--- config.mk ---
export PLATFORM = sky130hd
export DESIGN_NAME = controller_poller_flat
export DESIGN_NICKNAME = d
export VERILOG_FILES = /design/src/rtl/controller_poller_if.sv /design/src/rtl/controller_poller.sv /design/src/flat_wrapper.sv
export SDC_FILE = /design/constraint.sdc
export NUM_CORES = 1
export LEC_CHECK = 0
export CAP_MARGIN = 30
export CORE_MARGIN = 4
export CORE_UTILIZATION = 35
export DETAILED_ROUTE_END_ITERATION = 6
export GPL_TIMING_DRIVEN = 1
export PLACE_DENSITY = 0.53
export SKIP_LAST_GASP = 1
export SYNTH_ARGS = -nofsm -noshare
export SYNTH_HDL_FRONTEND = slang
export SYNTH_SLANG_ARGS = --single-unit
export TNS_END_PERCENT = 5
--- constraint.sdc ---
create_clock -name clock -period 9.7 [get_ports clock]
set_input_delay 1.94 -clock clock [delete_from_list [all_inputs] [get_ports clock]]
set_output_delay 1.94 -clock clock [all_outputs]
set_load 0.02 [all_outputs]
--- src/rtl/controller_poller_if.sv ---
// Bundle of the controller link and button-word signals shared by the poller and its user.
// The master side is the poller; the slave side drives start/ser_data and observes the rest.
interface controller_poller_if;
    logic        start;
    logic [1:0]  ser_data;
    logic        latch;
    logic        pulse;
    logic        busy;
    logic [15:0] buttons_p1;
    logic [15:0] buttons_p2;
    logic        valid;

    modport master (
        input  start,
        input  ser_data,
        output latch,
        output pulse,
        output busy,
        output buttons_p1,
        output buttons_p2,
        output valid
    );

    modport slave (
        output start,
        output ser_data,
        input  latch,
        input  pulse,
        input  busy,
        input  buttons_p1,
        input  buttons_p2,
        input  valid
    );
endinterface

--- src/rtl/controller_poller.sv ---
// Polls two SNES-style controllers: latch pulse, 16 serial clock periods, then publishes
// both button words (1 = pressed) with a one-cycle valid strobe.
module controller_poller #(
    parameter int CLK_DIV  = 300,
    parameter int POLL_GAP = 833000
) (
    input  logic                 clock,
    input  logic                 reset,
    controller_poller_if.master  pif
);

    typedef enum logic [1:0] {
        ST_IDLE,
        ST_LATCH,
        ST_SHIFT,
        ST_DONE
    } state_t;

    localparam int GAP_W = (POLL_GAP > 1) ? $clog2(POLL_GAP) : 1;
    localparam int PH_W  = $clog2(2 * CLK_DIV);

    localparam logic [GAP_W-1:0] GAP_LAST  = GAP_W'(POLL_GAP - 1);
    localparam logic [PH_W-1:0]  PH_LAST   = PH_W'(2 * CLK_DIV - 1);
    localparam logic [PH_W-1:0]  PH_SAMPLE = PH_W'(CLK_DIV - 1);
    localparam logic [PH_W-1:0]  PH_HIGH   = PH_W'(CLK_DIV);

    state_t           state_q, state_d;
    logic [GAP_W-1:0] gap_q, gap_d;
    logic [PH_W-1:0]  phase_q, phase_d;
    logic [3:0]       bit_q, bit_d;
    logic             latch_q, latch_d;
    logic             pulse_q, pulse_d;
    logic             valid_q, valid_d;
    logic             capture_en;
    logic             load_en;
    logic [1:0][15:0] buttons_w;

    always_ff @(posedge clock or posedge reset) begin
        if (reset) begin
            state_q <= ST_IDLE;
            gap_q   <= '0;
            phase_q <= '0;
            bit_q   <= '0;
            latch_q <= 1'b0;
            pulse_q <= 1'b1;
            valid_q <= 1'b0;
        end else begin
            state_q <= state_d;
            gap_q   <= gap_d;
            phase_q <= phase_d;
            bit_q   <= bit_d;
            latch_q <= latch_d;
            pulse_q <= pulse_d;
            valid_q <= valid_d;
        end
    end

    always_comb begin
        state_d    = state_q;
        gap_d      = gap_q;
        phase_d    = phase_q;
        bit_d      = bit_q;
        capture_en = 1'b0;
        load_en    = 1'b0;

        unique case (state_q)
            ST_IDLE: begin
                if (pif.start || (gap_q == GAP_LAST)) begin
                    state_d = ST_LATCH;
                    gap_d   = '0;
                    phase_d = '0;
                end else begin
                    gap_d = gap_q + 1'b1;
                end
            end
            ST_LATCH: begin
                if (phase_q == PH_LAST) begin
                    state_d = ST_SHIFT;
                    phase_d = '0;
                    bit_d   = '0;
                end else begin
                    phase_d = phase_q + 1'b1;
                end
            end
            ST_SHIFT: begin
                // Sample at the end of the low phase, just before the rising pulse edge
                // tells the controller to present its next bit.
                capture_en = (phase_q == PH_SAMPLE);
                if (phase_q == PH_LAST) begin
                    phase_d = '0;
                    if (bit_q == 4'd15) begin
                        state_d = ST_DONE;
                        load_en = 1'b1;
                    end else begin
                        bit_d = bit_q + 1'b1;
                    end
                end else begin
                    phase_d = phase_q + 1'b1;
                end
            end
            ST_DONE: begin
                state_d = ST_IDLE;
            end
            default: begin
                state_d = ST_IDLE;
            end
        endcase

        // Line outputs are registered from the next state so they align with state_q glitch-free.
        latch_d = (state_d == ST_LATCH);
        pulse_d = !((state_d == ST_SHIFT) && (phase_d < PH_HIGH));
        valid_d = (state_d == ST_DONE);
    end

    for (genvar gi = 0; gi < 2; gi++) begin : g_player
        logic        sync1_q, sync1_d;
        logic        sync2_q, sync2_d;
        logic [15:0] sr_q, sr_d;
        logic [15:0] btn_q, btn_d;

        always_comb begin
            sync1_d = pif.ser_data[gi];
            sync2_d = sync1_q;
            sr_d    = sr_q;
            if (capture_en) begin
                sr_d[bit_q] = ~sync2_q;
            end
            // Bit 15 was captured in an earlier cycle, so sr_q is complete on load.
            btn_d = load_en ? sr_q : btn_q;
        end

        always_ff @(posedge clock or posedge reset) begin
            if (reset) begin
                sync1_q <= 1'b0;
                sync2_q <= 1'b0;
                sr_q    <= '0;
                btn_q   <= '0;
            end else begin
                sync1_q <= sync1_d;
                sync2_q <= sync2_d;
                sr_q    <= sr_d;
                btn_q   <= btn_d;
            end
        end

        assign buttons_w[gi] = btn_q;
    end

    assign pif.latch      = latch_q;
    assign pif.pulse      = pulse_q;
    assign pif.valid      = valid_q;
    assign pif.busy       = (state_q != ST_IDLE);
    assign pif.buttons_p1 = buttons_w[0];
    assign pif.buttons_p2 = buttons_w[1];

endmodule

--- src/flat_wrapper.sv ---
// flat-port wrapper written by rule: the top's interface ports become plain ports
module controller_poller_flat 
#(
    parameter int CLK_DIV  = 300,
    parameter int POLL_GAP = 833000
)
  (clock, reset, pif_start, pif_ser_data, pif_latch, pif_pulse, pif_busy, pif_buttons_p1, pif_buttons_p2, pif_valid);
  controller_poller_if pif_i ();
  input  logic clock;
  input  logic reset;
  input wire logic [$bits(pif_i.start)-1:0] pif_start;
  input wire logic [$bits(pif_i.ser_data)-1:0] pif_ser_data;
  output wire logic [$bits(pif_i.latch)-1:0] pif_latch;
  output wire logic [$bits(pif_i.pulse)-1:0] pif_pulse;
  output wire logic [$bits(pif_i.busy)-1:0] pif_busy;
  output wire logic [$bits(pif_i.buttons_p1)-1:0] pif_buttons_p1;
  output wire logic [$bits(pif_i.buttons_p2)-1:0] pif_buttons_p2;
  output wire logic [$bits(pif_i.valid)-1:0] pif_valid;
  assign pif_i.start = pif_start;
  assign pif_i.ser_data = pif_ser_data;
  assign pif_latch = pif_i.latch;
  assign pif_pulse = pif_i.pulse;
  assign pif_busy = pif_i.busy;
  assign pif_buttons_p1 = pif_i.buttons_p1;
  assign pif_buttons_p2 = pif_i.buttons_p2;
  assign pif_valid = pif_i.valid;
  controller_poller #(.CLK_DIV(CLK_DIV), .POLL_GAP(POLL_GAP)) u_core (.clock(clock), .reset(reset), .pif(pif_i));
endmodule
## Word level (Yosys, flattened, before mapping)

Cells that the tools add are included.
Widths: inputs -> output; s select.

| word-level totals | value |
|---|---|
| register bits after elaboration | 107 |
| output and inout bits | 36 |

| operators by class | value |
|---|---|
| $add $sub $neg | 3 |
| $lt $le $gt $ge | 3 |
| equality and inequality tests | 13 |
| muxes and demuxes | 21 |
| bitwise operators | 2 |
| reductions and logical operators | 9 |

Operator list:

| cell | count |
|---|---|
| $bwmux 16 | 2 |
| $add 20x1->20 const B | 1 |
| $eq 20x20->1 const B | 1 |
| $mux 10 | 2 |
| $mux 20 | 1 |
| $pmux 10 s2 | 1 |
| $mux 4 | 3 |
| $add 10x1->10 const B | 1 |
| $eq 10x10->1 const B | 1 |
| $eq 10x9->1 const B | 1 |
| $lt 10x9->1 const B | 1 |
| $eq 2x2->1 const B | 4 |
| $mux 2 | 4 |
| $pmux 2 s4 | 1 |
| $pmux 4 s2 | 1 |
| $lt 4x5->1 const B | 1 |
| $mux 1 | 5 |
| $add 4x1->4 const B | 1 |
| $demux 1 s4 | 1 |
| $eq 2x1->1 const B | 2 |
| $eq 4x4->1 const B | 1 |
| $ge 4x1->1 const B | 1 |
| $ne 2x1->1 const B | 2 |
| $reduce_and 4->1 | 1 |
| 8 further kinds | 11 |

## Depth between registers and ports, before layout

| depth | value |
|---|---|
| depth in word-level cells | 7 |
| depth in mapped cells | 9 |

## Worst setup path after synthesis

No wires, ideal clock.

| path | value |
|---|---|
| kind | register to output |
| from | register u_core.state_q[0] |
| to | output port pif_busy |
| arrival time | 1.121 ns |
| data required time | 7.760 ns |
| slack | 6.639 ns |
| stages on the path, launching flop included | 5 |
| buffers on the path | 1 |
| path through | dfrtp_1 > inv_1 > ha_1 > clkbuf_1 > inv_1 |

| on the way | value |
|---|---|
| word-level cells in the longest chain between the ends | 1 |

RTL lines:

| element | RTL line | text |
|---|---|---|
| start, declared | controller_poller.sv:27 | `state_t state_q, state_d;` |
| start signal, assigned | controller_poller.sv:48 | `state_q <= state_d;` |
| $reduce_bool 2->1 | controller_poller.sv:152 | `assign pif.busy = (state_q != ST_IDLE);` |
| end, declared | flat_wrapper.sv:15 | `output wire logic [$bits(pif_i.busy)-1:0] pif_busy;` |

Every way passes these cells.

## Worst setup path after layout

Same ends and word-level chain as after synthesis.

==> impl_metrics.env <==
export IMPL_met2_usage=0.1992
export IMPL_seqPwrFrac=0.536
export IMPL_grt_pass1_wl_um=16820
export IMPL_ioPinCount=41
export IMPL_yosysWarnings=0
export IMPL_synth_simple_gate_area_share=0.1561
export IMPL_clkTransAtPathRegs_ns=0.07
export IMPL_required_ns=7.76
export IMPL_track_usage=0.1290
export IMPL_synth_edf_count=0
export IMPL_endpoint_kind="output port"
export IMPL_coreArea_um2=13400
export IMPL_final_nets=490
export IMPL_grt_busiest_layer="met2"
export IMPL_wl_per_cell_um=15.00
export IMPL_postCtsResizedCells=0
export IMPL_muxShareOfSynthArea=0.09297
export IMPL_syn_area_per_cell_um2=11.09
export IMPL_timing_reg2reg_setup_slack_ns=7.24
export IMPL_leakage_nw=2.507
export IMPL_path_common_cell="inv_1"
export IMPL_gp_congestion=0.7852
export IMPL_critical_path_cell_chain="inv_1 -> ha_1 -> inv_1 -> clkdlybuf4s50_1"
export IMPL_antenna_found_initial=0
export IMPL_synth_compound_area_frac=0.1133
export IMPL_cts_max_level=3
export IMPL_finalCritPeriodShare=0.4093
export IMPL_fillers=1288
export IMPL_crit_family="buffers and inverters"
export IMPL_async_reset_ff_frac=1.000
export IMPL_dp_hpwl_um=6738
export IMPL_cap_violations=0
export IMPL_finalNonFillerCells=655
export IMPL_synth_fa_ha_area_frac=0.02575
export IMPL_synthXorXnorAreaFrac=0.02884
export IMPL_ys_seq_elements=107
export IMPL_worstSkewPairLatency_ns=0.34
export IMPL_drc=0
export IMPL_row_count=42
export IMPL_internal_power_mw=0.6656
export IMPL_min_period_ns=3.970
export IMPL_ys_types=59
export IMPL_syn_area_um2=4858
export IMPL_arrival_ns=2.03
export IMPL_cts_root_buffer="clkbuf_16"
export IMPL_cts_buffer_depth=2
export IMPL_worst_pin_slew_ns=0.6210
export IMPL_syn_nets=453
export IMPL_initial_core_util=0.3626
export IMPL_synth_top_area_share=0.5460
export IMPL_setup_viol=0
export IMPL_die_h_um=125.8
export IMPL_antenna_cells=0
export IMPL_synth_ff_type="dfrtp_1"
export IMPL_grt_use_met3=0.02921
export IMPL_syn2layout_area_growth_pct=18.72
export IMPL_cp_slowest_stage_delay_ns=0.57
export IMPL_grt_setup_unrepaired="false"
export IMPL_skew_ns=0.005844
export IMPL_power_density_nw_per_um2=145.2
export IMPL_cts_sinks=107
export IMPL_cts_hold_buf=0
export IMPL_grtUsageMet1=0.1840
export IMPL_die_area_um2=15830
export IMPL_switchingPower_mw=0.1721
export IMPL_grt_pass1_vias=3270
export IMPL_antenna_left=0
export IMPL_cp_slowest_cell="clkdlybuf4s50_1"
export IMPL_cts_tree="built"
export IMPL_synth_top_family_by_area="simple AND/OR/NAND/NOR gates"
export IMPL_finalWirelength_um=9822
export IMPL_relSlewSlack=0.5860
export IMPL_drtIter0Drc=192
export IMPL_routed_via_density=5.029
export IMPL_fmax_ghz=0.2519
export IMPL_synth_largest_area_cell="dfrtp_1"
export IMPL_hold_ws_ns=0.3471
export IMPL_final_util=0.4304
export IMPL_die_x_um=125.8
export IMPL_hold_viol=0
export IMPL_tns_ns=0
export IMPL_ir_drop_v=0.00008284
export IMPL_clkPwrFrac=0.448
export IMPL_syn_inst=438
export IMPL_routed_via_count=3294
export IMPL_critPathKind="flop to output port"
export IMPL_numCtsBuffers=9
export IMPL_overflow=0
export IMPL_critPathLaunchType="flop"
export IMPL_swShare=0.2054
export IMPL_outcome="completed"
export IMPL_path_buf_inv=3
export IMPL_yosys_top_cells_area="dfrtp_1 55%, mux2_2 7.6%, nor2_1 3.2%, o21ai_0 2.8%, ha_1 2.6%"
export IMPL_final_max_slew_violation_count=0
export IMPL_grt_max_degree=64
export IMPL_p_total_mw=0.8377
export IMPL_comb_power_share=0.016
export IMPL_cts_setup_buffers=0
export IMPL_worstPathMaxFanout=15
export IMPL_io_buffers=40
export IMPL_first_pass_iters=4
export IMPL_drive_gt1_frac=0.1357
export IMPL_synth_seq_area_share=0.5514
export IMPL_dpl_cell_count=640
export IMPL_hold_class="flop to flop"
power groups by stage:
stage          Sequential (mW)  Combinational, mW  Clock, mW
2_1_floorplan            0.456            0.00890          0
3_3_place_gp             0.458             0.0123          0
3_5_place_dp             0.458             0.0140          0
4_1_cts                  0.449             0.0141      0.390
5_1_grt                  0.449             0.0156      0.410
6_report                 0.449             0.0130      0.376
cell usage after synthesis, types with 3 or more instances:
library cell  number
xor2_1            12
ha_1              10
nor2_1            41
nand2_1           30
nand2b_1           6
dfrtp_1          106
nor3_1            12
o21ai_0           27
and4_1             3
clkbuf_1          11
o31ai_1           15
o211ai_1           3
xnor2_1            4
o21a_1             7
a21oi_1            6
or2_2              3
nand4_1            9
mux2_2            33
mux2i_1            8
nand3b_1           3
nand3_1           15
and2_1             3
inv_1             20
a21o_1             3
buf_2              3
cell type report:
type	count	area [µm²]	share of cell area
well taps	176	220.2	0.03818
clock buffers	11	252.7	0.04382
inverters	21	81.33	0.01410
clock inverters	4	57.56	0.009978
multi-input cells	293	2034	0.3527
flip-flops and latches	107	2679	0.4644
repair buffers	43	442.9	0.07679
logic make-up (layout without fill, tap and decap cells):
group,count (synthesis),count (layout)
AND/OR/NAND/NOR,147,147
buffers and inverters,38,79
multiplexers,41,41
AO/OA/AOI/OAI,79,79
XOR/XNOR,16,16
flip-flops,107,107
adder cells (fa/ha/maj),10,10
registers in the layout, indices dropped and copies added, names as in the netlist:
| register | cells |
|---|---|
| u_core.g_player.sr_q | 32 |
| u_core.gap_q | 20 |
| u_core.pif.buttons_p1 | 16 |
| u_core.pif.buttons_p2 | 16 |
| u_core.phase_q | 10 |
| u_core.bit_q | 4 |
| u_core.g_player.sync1_q | 2 |
| u_core.g_player.sync2_q | 2 |
| u_core.state_q | 2 |
| u_core.pif.latch | 1 |
| u_core.pif.pulse | 1 |
| u_core.pif.valid | 1 |
path summary, 6_finish.rpt:
path | cells after the start | end | from
max reg2reg | 8 | u_core.g_player[0].sr_q[0] | u_core.state_q[0]
min reg2reg | 0 | u_core.g_player[1].sync2_q | u_core.g_player[1].sync1_q
max | 4 | pif_busy | u_core.state_q[0]
min in group asynchronous | 2 | u_core.g_player[0].sr_q[14] | reset
min | 0 | u_core.g_player[1].sync2_q | u_core.g_player[1].sync1_q
max in group asynchronous | 4 | u_core.pif.pulse | reset
cells in the final DEF, fill, tap and decap left out, types with 4 or more instances in the layout:
master | netlist | routed
a21oi_1 | 6 | 6
clkbuf_16 | 0 | 9
clkdlybuf4s50_1 | 0 | 40
dfrtp_1 | 106 | 106
ha_1 | 10 | 10
inv_1 | 20 | 19
mux2_2 | 33 | 33
mux2i_1 | 8 | 8
nand2_1 | 30 | 30
nand2b_1 | 6 | 6
nand3_1 | 15 | 15
nand4_1 | 9 | 9
nor2_1 | 41 | 41
nor3_1 | 12 | 12
o21a_1 | 7 | 7
o21ai_0 | 27 | 27
o31ai_1 | 15 | 15
xnor2_1 | 4 | 4
xor2_1 | 12 | 12
per-layer routing:
metal | wire, µm | up-vias | part of all wire
li1 | - | 1613 | -
met1 | 4741 | 1609 | 0.48
met2 | 4553 | 66 | 0.46
met3 | 439 | 6 | 0.045
met4 | 89 | 0 | 0.0091
met5 | 0 | - | 0
metrics by stage:
stage	area, µm²	setup slack [ns]
2_1_floorplan	4858	4.944
3_3_place_gp	5430	5.986
3_5_place_dp	5458	5.958
4_1_cts	5768	5.711
5_1_grt	5768	5.562
6_report	5768	5.730
Power figures use the tool's default switching activity.
